==> config.mk <==
export PLATFORM = sky130hd
export DESIGN_NAME = ext_mem_arbiter
export DESIGN_NICKNAME = d
export VERILOG_FILES = /design/src/rtl/ext_mem_pkg.sv /design/src/rtl/rr_arbiter2.sv /design/src/rtl/ext_mem_arbiter.sv
export SDC_FILE = /design/constraint.sdc
export NUM_CORES = 1
export LEC_CHECK = 0
export CORE_ASPECT_RATIO = 1.4
export CORE_UTILIZATION = 30
export CTS_CLUSTER_DIAMETER = 200
export DETAILED_ROUTE_END_ITERATION = 16
export DONT_BUFFER_PORTS = 1
export PLACE_DENSITY_LB_ADDON = 0.2
export REMOVE_ABC_BUFFERS = 1
export SETUP_SLACK_MARGIN = 0.2
export SYNTH_ARGS = -nofsm -noshare
export SYNTH_HDL_FRONTEND = slang
export SYNTH_SLANG_ARGS = --single-unit
==> constraint.sdc <==
create_clock -name clk -period 1.5 [get_ports clk]
set_clock_uncertainty 0.1 [all_clocks]
set_input_delay 0.15 -clock clk [delete_from_list [all_inputs] [get_ports clk]]
set_output_delay 0.15 -clock clk [all_outputs]
set_load 0.03 [all_outputs]
==> src/rtl/ext_mem_pkg.sv <==
// Shared types and sizing helpers for the external RAM bus arbiter.
package ext_mem_pkg;

  localparam int unsigned ADDR_W_DEF = 11;
  localparam int unsigned DATA_W_DEF = 4;

  typedef enum logic [2:0] {
    StIdle,
    StRd,
    StWrSetup,
    StWrPulse,
    StWrHold
  } state_e;

  // Wide enough to count down from the longer of the two wait phases.
  function automatic int unsigned cnt_width(input int unsigned rd_wait,
                                            input int unsigned wr_pulse);
    int unsigned m;
    m = (rd_wait > wr_pulse) ? rd_wait : wr_pulse;
    return $clog2(m + 1);
  endfunction

endpackage

==> src/rtl/rr_arbiter2.sv <==
// Two-way round-robin arbiter: masked requests, priority flips toward the loser on update.
module rr_arbiter2 (
  input  logic       clk,
  input  logic       rst_n,
  input  logic [1:0] req,
  input  logic [1:0] mask,
  input  logic       update,
  output logic [1:0] gnt
);

  logic       prio_q;  // 0: port 0 favoured, 1: port 1 favoured
  logic [1:0] eff_req;

  assign eff_req = req & ~mask;

  always_comb begin
    gnt = 2'b00;
    case (eff_req)
      2'b01:   gnt = 2'b01;
      2'b10:   gnt = 2'b10;
      2'b11:   gnt = prio_q ? 2'b10 : 2'b01;
      default: gnt = 2'b00;
    endcase
  end

  always_ff @(posedge clk or negedge rst_n) begin
    if (!rst_n) begin
      prio_q <= 1'b0;
    end else if (update && (gnt != 2'b00)) begin
      prio_q <= gnt[0];
    end
  end

endmodule

==> src/rtl/ext_mem_arbiter.sv <==
// Owns the off-chip RAM pins: arbitrates CPU (port 0) and loader (port 1) and sequences
// each access so the address is stable around the write strobe.
module ext_mem_arbiter
  import ext_mem_pkg::*;
#(
  parameter int unsigned ADDR_W   = ADDR_W_DEF,
  parameter int unsigned DATA_W   = DATA_W_DEF,
  parameter int unsigned RD_WAIT  = 1,
  parameter int unsigned WR_PULSE = 1
) (
  input  logic              clk,
  input  logic              rst_n,
  input  logic              en,
  input  logic              req0,
  input  logic              req1,
  input  logic              we0,
  input  logic              we1,
  input  logic [ADDR_W-1:0] addr0,
  input  logic [ADDR_W-1:0] addr1,
  input  logic [DATA_W-1:0] wdata0,
  input  logic [DATA_W-1:0] wdata1,
  output logic              ack0,
  output logic              ack1,
  output logic [DATA_W-1:0] rdata,
  output logic [ADDR_W-1:0] mem_addr,
  output logic              mem_rw,
  output logic [DATA_W-1:0] mem_wdata,
  output logic              mem_data_oe,
  input  logic [DATA_W-1:0] mem_rdata
);

  localparam int unsigned CntW = cnt_width(RD_WAIT, WR_PULSE);

  state_e            state_q, state_d;
  logic [CntW-1:0]   cnt_q, cnt_d;
  logic              port_q, port_d;
  logic [ADDR_W-1:0] addr_q, addr_d;
  logic [DATA_W-1:0] wdata_q, wdata_d;
  logic [DATA_W-1:0] rdata_q, rdata_d;
  logic              rw_q, rw_d;
  logic              oe_q, oe_d;
  logic              ack0_q, ack0_d;
  logic              ack1_q, ack1_d;
  logic [1:0]        gnt;

  // A port whose ack is showing is masked so a not-yet-dropped request is not re-served.
  rr_arbiter2 u_rr_arbiter2 (
    .clk    (clk),
    .rst_n  (rst_n),
    .req    ({req1 & en, req0 & en}),
    .mask   ({ack1_q, ack0_q}),
    .update (state_q == StIdle),
    .gnt    (gnt)
  );

  always_comb begin
    state_d = state_q;
    cnt_d   = cnt_q;
    port_d  = port_q;
    addr_d  = addr_q;
    wdata_d = wdata_q;
    rdata_d = rdata_q;
    rw_d    = 1'b0;
    oe_d    = oe_q;
    ack0_d  = 1'b0;
    ack1_d  = 1'b0;

    unique case (state_q)
      StIdle: begin
        oe_d    = 1'b0;
        wdata_d = '0;
        if (gnt != 2'b00) begin
          port_d = gnt[1];
          addr_d = gnt[1] ? addr1 : addr0;
          if (gnt[1] ? we1 : we0) begin
            wdata_d = gnt[1] ? wdata1 : wdata0;
            oe_d    = 1'b1;
            state_d = StWrSetup;
          end else begin
            cnt_d   = CntW'(RD_WAIT - 1);
            state_d = StRd;
          end
        end
      end
      StRd: begin
        if (cnt_q == '0) begin
          rdata_d = mem_rdata;
          ack0_d  = ~port_q;
          ack1_d  = port_q;
          state_d = StIdle;
        end else begin
          cnt_d = cnt_q - 1'b1;
        end
      end
      StWrSetup: begin
        rw_d    = 1'b1;
        cnt_d   = CntW'(WR_PULSE - 1);
        state_d = StWrPulse;
      end
      StWrPulse: begin
        if (cnt_q == '0) begin
          state_d = StWrHold;
        end else begin
          rw_d  = 1'b1;
          cnt_d = cnt_q - 1'b1;
        end
      end
      StWrHold: begin
        oe_d    = 1'b0;
        wdata_d = '0;
        ack0_d  = ~port_q;
        ack1_d  = port_q;
        state_d = StIdle;
      end
      default: state_d = StIdle;
    endcase
  end

  always_ff @(posedge clk or negedge rst_n) begin
    if (!rst_n) begin
      state_q <= StIdle;
      cnt_q   <= '0;
      port_q  <= 1'b0;
      addr_q  <= '0;
      wdata_q <= '0;
      rdata_q <= '0;
      rw_q    <= 1'b0;
      oe_q    <= 1'b0;
      ack0_q  <= 1'b0;
      ack1_q  <= 1'b0;
    end else begin
      state_q <= state_d;
      cnt_q   <= cnt_d;
      port_q  <= port_d;
      addr_q  <= addr_d;
      wdata_q <= wdata_d;
      rdata_q <= rdata_d;
      rw_q    <= rw_d;
      oe_q    <= oe_d;
      ack0_q  <= ack0_d;
      ack1_q  <= ack1_d;
    end
  end

  assign ack0        = ack0_q;
  assign ack1        = ack1_q;
  assign rdata       = rdata_q;
  assign mem_addr    = addr_q;
  assign mem_rw      = rw_q;
  assign mem_wdata   = wdata_q;
  assign mem_data_oe = oe_q;

endmodule

After elaboration in Yosys (flattened, before gate mapping)
Cells that the tools add are included.

storage, ports and cells
  register bits after elaboration = 29
  input port bits = 41
  output and inout port bits = 23
  word-level logic and storage cells = 65

operators by class
  add/sub/neg operators = 1
  eq/ne operators = 11
  multiplexer cells = 26
  bitwise gates (word level) = 6
  reduce and logical (&&, ||, !) cells = 10

operator list
  cell                                                                    number
  4-bit two-way mux                                                       3
  3-bit one-hot mux with 4 select lines                                   1
  11-bit two-way mux                                                      1
  1-bit two-way mux                                                       9
  3-bit two-way mux                                                       3
  2-bit != test (second input constant)                                   4
  1-bit one-hot mux with 2 select lines                                   4
  4-bit one-hot mux with 2 select lines                                   1
  3-bit by 2-bit equality test with 1-bit output (second input constant)  2
  2-bit one-hot mux with 3 select lines                                   1
  3-bit AND reduction                                                     2
  2-bit equality test (second input constant)                             2
  2-bit two-way mux                                                       2
  2-bit AND reduction                                                     2
  2-bit nonzero test                                                      2
  3-bit by 1-bit equality test with 1-bit output (second input constant)  1
  3-bit equality test (second input constant)                             1
  3-bit zero test                                                         1
  1-bit one-hot mux with 3 select lines                                   1
  3-bit nonzero test                                                      1
  1-bit bitwise AND                                                       2
  2-bit bitwise AND                                                       1
  2-bit by 1-bit equality test with 1-bit output (second input constant)  1
  1-bit inverter                                                          2
  4 further kinds                                                         4

Depth between registers and ports, before layout
  word-level depth = 8
  gate-level depth with buffers = 6
  gate-level depth less buffers = 4

Modules after synthesis
A second synthesis with hierarchy kept.

unflattened totals
  cells, all modules = 114
  area, all modules = 1350.0 sq um

by module, submodules not included
  module           times used  cells each  area an instance (sq um)
  ext_mem_arbiter  1           106         1270.0
  rr_arbiter2      1           8           80.1

Least setup slack after synthesis
OpenSTA, ideal clock, no wires.

  kind = register to register
  start point = reg ack1_q (netlist: ack1)
  end point = reg wdata_q[0] (netlist: mem_wdata[0])
  library setup time = 126 ps
  arrival time = 1499 ps
  path slack = -225 ps
  stages on the path, launching flop included = 6
  buffers on the path = 1
  clock period less this slack = 1725 ps
  cells stage by stage = dfrtp_1 > and2b_1 > o311a_1 > buf_4 > and3_1 > a221o_1

between the ends
  longest elaborated chain between the ends = 8
  elaborated cells on any way between the ends = 12

RTL lines
  what                                                                                          RTL line                                      text
  start, declared                                                                               ext_mem_arbiter.sv:43                         logic ack1_q, ack1_d;
  start signal, assigned                                                                        ext_mem_arbiter.sv:141                        ack1_q <= ack1_d;
  2-bit inverter *                                                                              rr_arbiter2.sv:14                             assign eff_req = req & ~mask;
  2-bit bitwise AND *                                                                           rr_arbiter2.sv:14
  2-bit equality test / 2-bit by 1-bit equality test with 1-bit output (equally long branches)  rr_arbiter2.sv:18                             case (eff_req)
  2-bit one-hot mux with 3 select lines *                                                       rr_arbiter2.sv:18
  4-bit two-way mux / 1-bit two-way mux (equally long branches)                                 ext_mem_arbiter.sv:76, ext_mem_arbiter.sv:75
  4-bit two-way mux                                                                             ext_mem_arbiter.sv:75                         if (gnt[1] ? we1 : we0) begin
  4-bit two-way mux *                                                                           ext_mem_arbiter.sv:72                         if (gnt != 2'b00) begin
  4-bit one-hot mux with 2 select lines *                                                       ext_mem_arbiter.sv:68                         unique case (state_q)
  end signal, assigned                                                                          ext_mem_arbiter.sv:136                        wdata_q <= wdata_d;
  end, declared                                                                                 ext_mem_arbiter.sv:38                         logic [DATA_W-1:0] wdata_q, wdata_d;

Every way passes the cells marked *; elsewhere a longest branch is shown, timed or not.
A chain may end at the register's enable or synchronous reset.

Final worst setup path
  start point = reg ack1_q (netlist: ack1)
  end point = reg port_q

between the ends
  longest elaborated chain between the ends = 6
  elaborated cells on any way between the ends = 8

RTL lines
  what                                                                                          RTL line                text
  2-bit inverter *                                                                              rr_arbiter2.sv:14
  2-bit bitwise AND *                                                                           rr_arbiter2.sv:14
  2-bit equality test / 2-bit by 1-bit equality test with 1-bit output (equally long branches)  rr_arbiter2.sv:18
  2-bit one-hot mux with 3 select lines *                                                       rr_arbiter2.sv:18
  2-bit nonzero test                                                                            ext_mem_arbiter.sv:72
  2-bit AND reduction (no line)                                                                 --
  end signal, assigned                                                                          ext_mem_arbiter.sv:134  port_q <= port_d;
  end, declared                                                                                 ext_mem_arbiter.sv:36   logic port_q, port_d;

Marked as above.

==> results.md <==
- The post-synthesis instance area is 1260 um^2.
- The met3 usage is 3.13%.
- The die is ~79 um tall.
- The total track usage is approximately 15%.
- The class of the worst hold path is in -> reg.
- The worst setup path is launched from a flip-flop.
- The setup check on the worst reg-to-reg path leaves a slack of -0.12 ns.
- The fraction of power consumed by the clock network is between 10% and 20%.
- The power density over the cells is around 1800 nW/um^2.
- Timing would allow up to approximately 620 MHz.
- The switching share of power is a little over two fifths.
- The average routed wire per standard cell is around 16 um.
- Setup repair after global routing could not meet its margin everywhere.
- At the end of routability-driven placement, the weighted congestion stood at roughly 0.76.
- After routing, the total negative slack on setup checks comes to -0.953 ns.
- The first detailed-routing pass took 10 iterations.
- The final critical path takes up 108% of the cycle.
- The cell at the root of the clock tree is sky130_fd_sc_hd__clkbuf_8.
- For this design the top-level I/O count stands at 64.
- The placed instance count is roughly 160.
- The number of max-slew violations in the final report is 0.
- The slowest stage of the critical path belongs to the cell sky130_fd_sc_hd__dfrtp_1.
- After synthesis, the share of flip-flops with an asynchronous set or reset is 100%.
- Detailed placement finished with a half-perimeter wire length of 2030 um.
- The synthesized design contains 28 register bits.
- Counting every sink on the clock net gives 28.
- The mean cell area of the mapped netlist is around 12 um^2.
- The source-to-sink clock delay at the later pin of the worst-skew pair is 0.27 ns.
- The internal portion of the total power is 0.00203 W.
- The overall die width is 56.7 um.
- The routed via count divided by cell count is 5.00.
- Tracing the worst setup path back leads to its startpoint at ack1.
- The largest single stage delay on the critical path is between 0.3 and 0.4 ns.
- The number of standard cells in the layout, taps in and fillers out is a little over 200.
- The largest net degree at the start of global routing is 29.
- The smallest clock period supported by the final layout is computed as ~1.6 ns.
- The CTS tree is yes.
- For this run the aggregate overflow at the end of global routing stands at 0.
- The number of synthesized flops with an enable pin is 0.
- The endpoint of the lowest-slack register-to-register path is port_q.
- At the worst endpoint, the arrival time is around 1.7 ns.
- The startpoint identified for the worst register-to-register timing path is ack1.
- Of the total power, combinational logic draws 37.9%.
- The repair_antennas step left the layout with diodes totalling 0.
- The kind of end point of the critical path is a flip-flop.
- The global-route met2 utilization is 29.9%.
- The count of synthesis-stage warnings from yosys is 0.
- For this design the static power due to leakage is about 0.9 nW.
- Counting cells, the worst reg-to-reg path comes to 5.
- The number of distinct library cell variants in the gate-level netlist after synthesis is 28.
- The layer flagged by global routing as most heavily used is met2.
- The number of failing hold endpoints at the final stage is 0.
- On the final layout, the worst hold slack is 0.106 ns.
- The floorplan step defined a die boundary enclosing around 4500 um^2.
- In this run the number of cells on the critical path is 5.
- The standard cell core area is approximately 4000 um^2.
- The CTS H-tree depth is 1.
- The switching power is roughly 0.0016 W.
- The critical path ends at port_q.
- At the pin with the least slew margin, the transition time is 0.396 ns.
- Once layout is complete, the utilization of the core stands at about half.
- The area overhead of the layout relative to synthesis is 55.7%.
- The starting density of the core is a little under a third.
- The initial antenna violation count is 0.
- Sequential cells burn between 50% and 60% of the power.
- The global-route wire length before repair is 5250 um.
- The number of antenna-violating nets in the routed design is 0.
- The number of max-cap violations is 0.
- The sequential area share after synthesis is ~56%.
- In the synthesized netlist the dominant register cell turns out to be sky130_fd_sc_hd__dfrtp_1.
- The origin of the worst min-delay path is en.
- The final reports fail on DRC, setup timing.
- For this run, global-route usage on met1 was measured as around 15%.
- The required time of the worst setup path is 1.56 ns.
- The detailed-route DRC error count is 10.
- The count of buffers added on input and output ports is 0.
- The number of global-route vias before repair is ~1,200.
- In the synthesized netlist, the number of instances is around 100.
- The number of vias in the routed layout is 1,014.
- The critical path goes through and2b_2 -> buf_6 -> o21ai_4 -> buf_4 -> mux2_2.
- The worst pin sits at a relative slew slack of between 70% and 80%.
- The run finished, with violations left.
- The maximum fanout along the worst path is 5.
- The critical path in this run is classified as reg -> reg.
- The clock transition at the registers of the reported paths is around 0.090 ns.
- Summing internal, switching and leakage power gives roughly 0.0036 W.
- The post-route netlist has 30.0% of its cells at a drive strength greater than 1.
- Counting both buffers and inverters, the worst setup path holds a total of 2.
- Across the VDD grid, the largest voltage drop is between 0.9 and 1 mV.
- Counting along the longest clock path gives a buffer depth of 2.
- After the last flow step, the layout net total stands at between 200 and 250.
- Once routing completed, OpenROAD measured the worst setup slack at -0.116 ns.
- The initial detailed-routing violation count is between 50 and 60.
- Buffers inserted during clock tree synthesis total 3.
- The category of cells accounting for the largest share of critical-path delay is flip-flops.
- The initialized floorplan defines 27 standard-cell rows.
- The wire length after detailed routing is around 3300 um.
- The total setup violations reported at the end of the flow is 23.
layout make-up:
type,instances,area [um^2]
sequential,28,702
inverter,2,7.51
tap,43,53.8
clock buffer,3,41.3
fill,386,2030
timing repair buffer,58,569
multi-input combinational,69,584
stage by stage:
stage               worst slack [ns]  cell area (um^2)
floorplan                     -0.582              1220
detailed placement            -0.172              1380
global route                  -0.177              1960
global placement              -0.117              1380
finish                        -0.116              1960
CTS                          -0.0737              1900
registers in the layout, indices dropped and copies added, names as in the netlist:
name and cells:
ack1 1, mem_data_oe 1, state_q 3, u_rr_arbiter2.prio_q 1, port_q 1, mem_rw 1
mem_wdata 4, mem_addr 11, rdata 4, ack0 1
cell families after synthesis:
group	synth area share, %
multiplexers	14.0
XOR/XNOR	0.697
AND/OR/NAND/NOR	14.5
AO/OA/AOI/OAI	11.7
flip-flops	55.7
buffers and inverters	3.28
repair_timing:
item,CTS,global route
setup endpoints to repair,25,24
hold endpoints to repair,47,0
hold buffers,36,0
gates resized for setup,30,8
setup buffers,4,5
pin swaps,8,6
metal layers:
layer / up-vias / routed length (um)
met3: 7 / 171
met5: - / 0
met1: 489 / 1200
met4: 0 / 57
li1: 480 / -
met2: 38 / 1870
cell usage after synthesis (2+ instances only):
cell type | instances | area (um^2)
sky130_fd_sc_hd__nor2_1 | 2 | 7.51
sky130_fd_sc_hd__mux2_2 | 5 | 56.3
sky130_fd_sc_hd__buf_2 | 3 | 15.0
sky130_fd_sc_hd__dfrtp_1 | 28 | 701
sky130_fd_sc_hd__nor2b_1 | 5 | 31.3
sky130_fd_sc_hd__mux2i_1 | 12 | 120
sky130_fd_sc_hd__nand2_1 | 11 | 41.3
sky130_fd_sc_hd__nor3b_1 | 2 | 15.0
sky130_fd_sc_hd__o21ai_1 | 3 | 15.0
sky130_fd_sc_hd__a221o_1 | 4 | 40.0
sky130_fd_sc_hd__inv_1 | 2 | 7.51
sky130_fd_sc_hd__o21ai_0 | 11 | 55.1
power by group through the flow:
stage          registers, W  logic [W]  clock network (W)
6_report            0.00183    0.00136           0.000403
5_1_grt             0.00186    0.00149           0.000447
4_1_cts             0.00182    0.00124           0.000425
3_5_place_dp        0.00183   0.000919                  0
3_3_place_gp        0.00182   0.000888                  0
2_1_floorplan       0.00182   0.000575                  0
how the worst min path moves through the flow:
stage | endpoint | slack [ns] | depth (start not counted)
6_report | state_q[0] | 0.11 | 2
5_1_grt | state_q[0] | 0.11 | 2
4_1_cts | state_q[0] | 0.09 | 2
3_5_place_dp | mem_data_oe | -0.24 | 0
3_3_place_gp | mem_rw | -0.24 | 0
2_1_floorplan | ack0 | -0.25 | 0
layout by cell type (no fill, tap or decap), types with 2 or more instances in the layout:
master	synthesis	routed
sky130_fd_sc_hd__dlygate4sd3_1	0	35
sky130_fd_sc_hd__nor2b_1	5	5
sky130_fd_sc_hd__mux2i_1	12	12
sky130_fd_sc_hd__nand2_2	0	4
sky130_fd_sc_hd__buf_8	0	2
sky130_fd_sc_hd__nor2_1	2	2
sky130_fd_sc_hd__buf_6	1	5
sky130_fd_sc_hd__nand2_1	11	7
sky130_fd_sc_hd__clkbuf_8	0	3
sky130_fd_sc_hd__mux2_4	0	4
sky130_fd_sc_hd__o21ai_1	3	11
sky130_fd_sc_hd__dfrtp_1	28	27
sky130_fd_sc_hd__buf_4	1	15
sky130_fd_sc_hd__a221o_1	4	4
sky130_fd_sc_hd__o21ai_2	1	2
No activity file was read; power rests on OpenSTA's default activity.
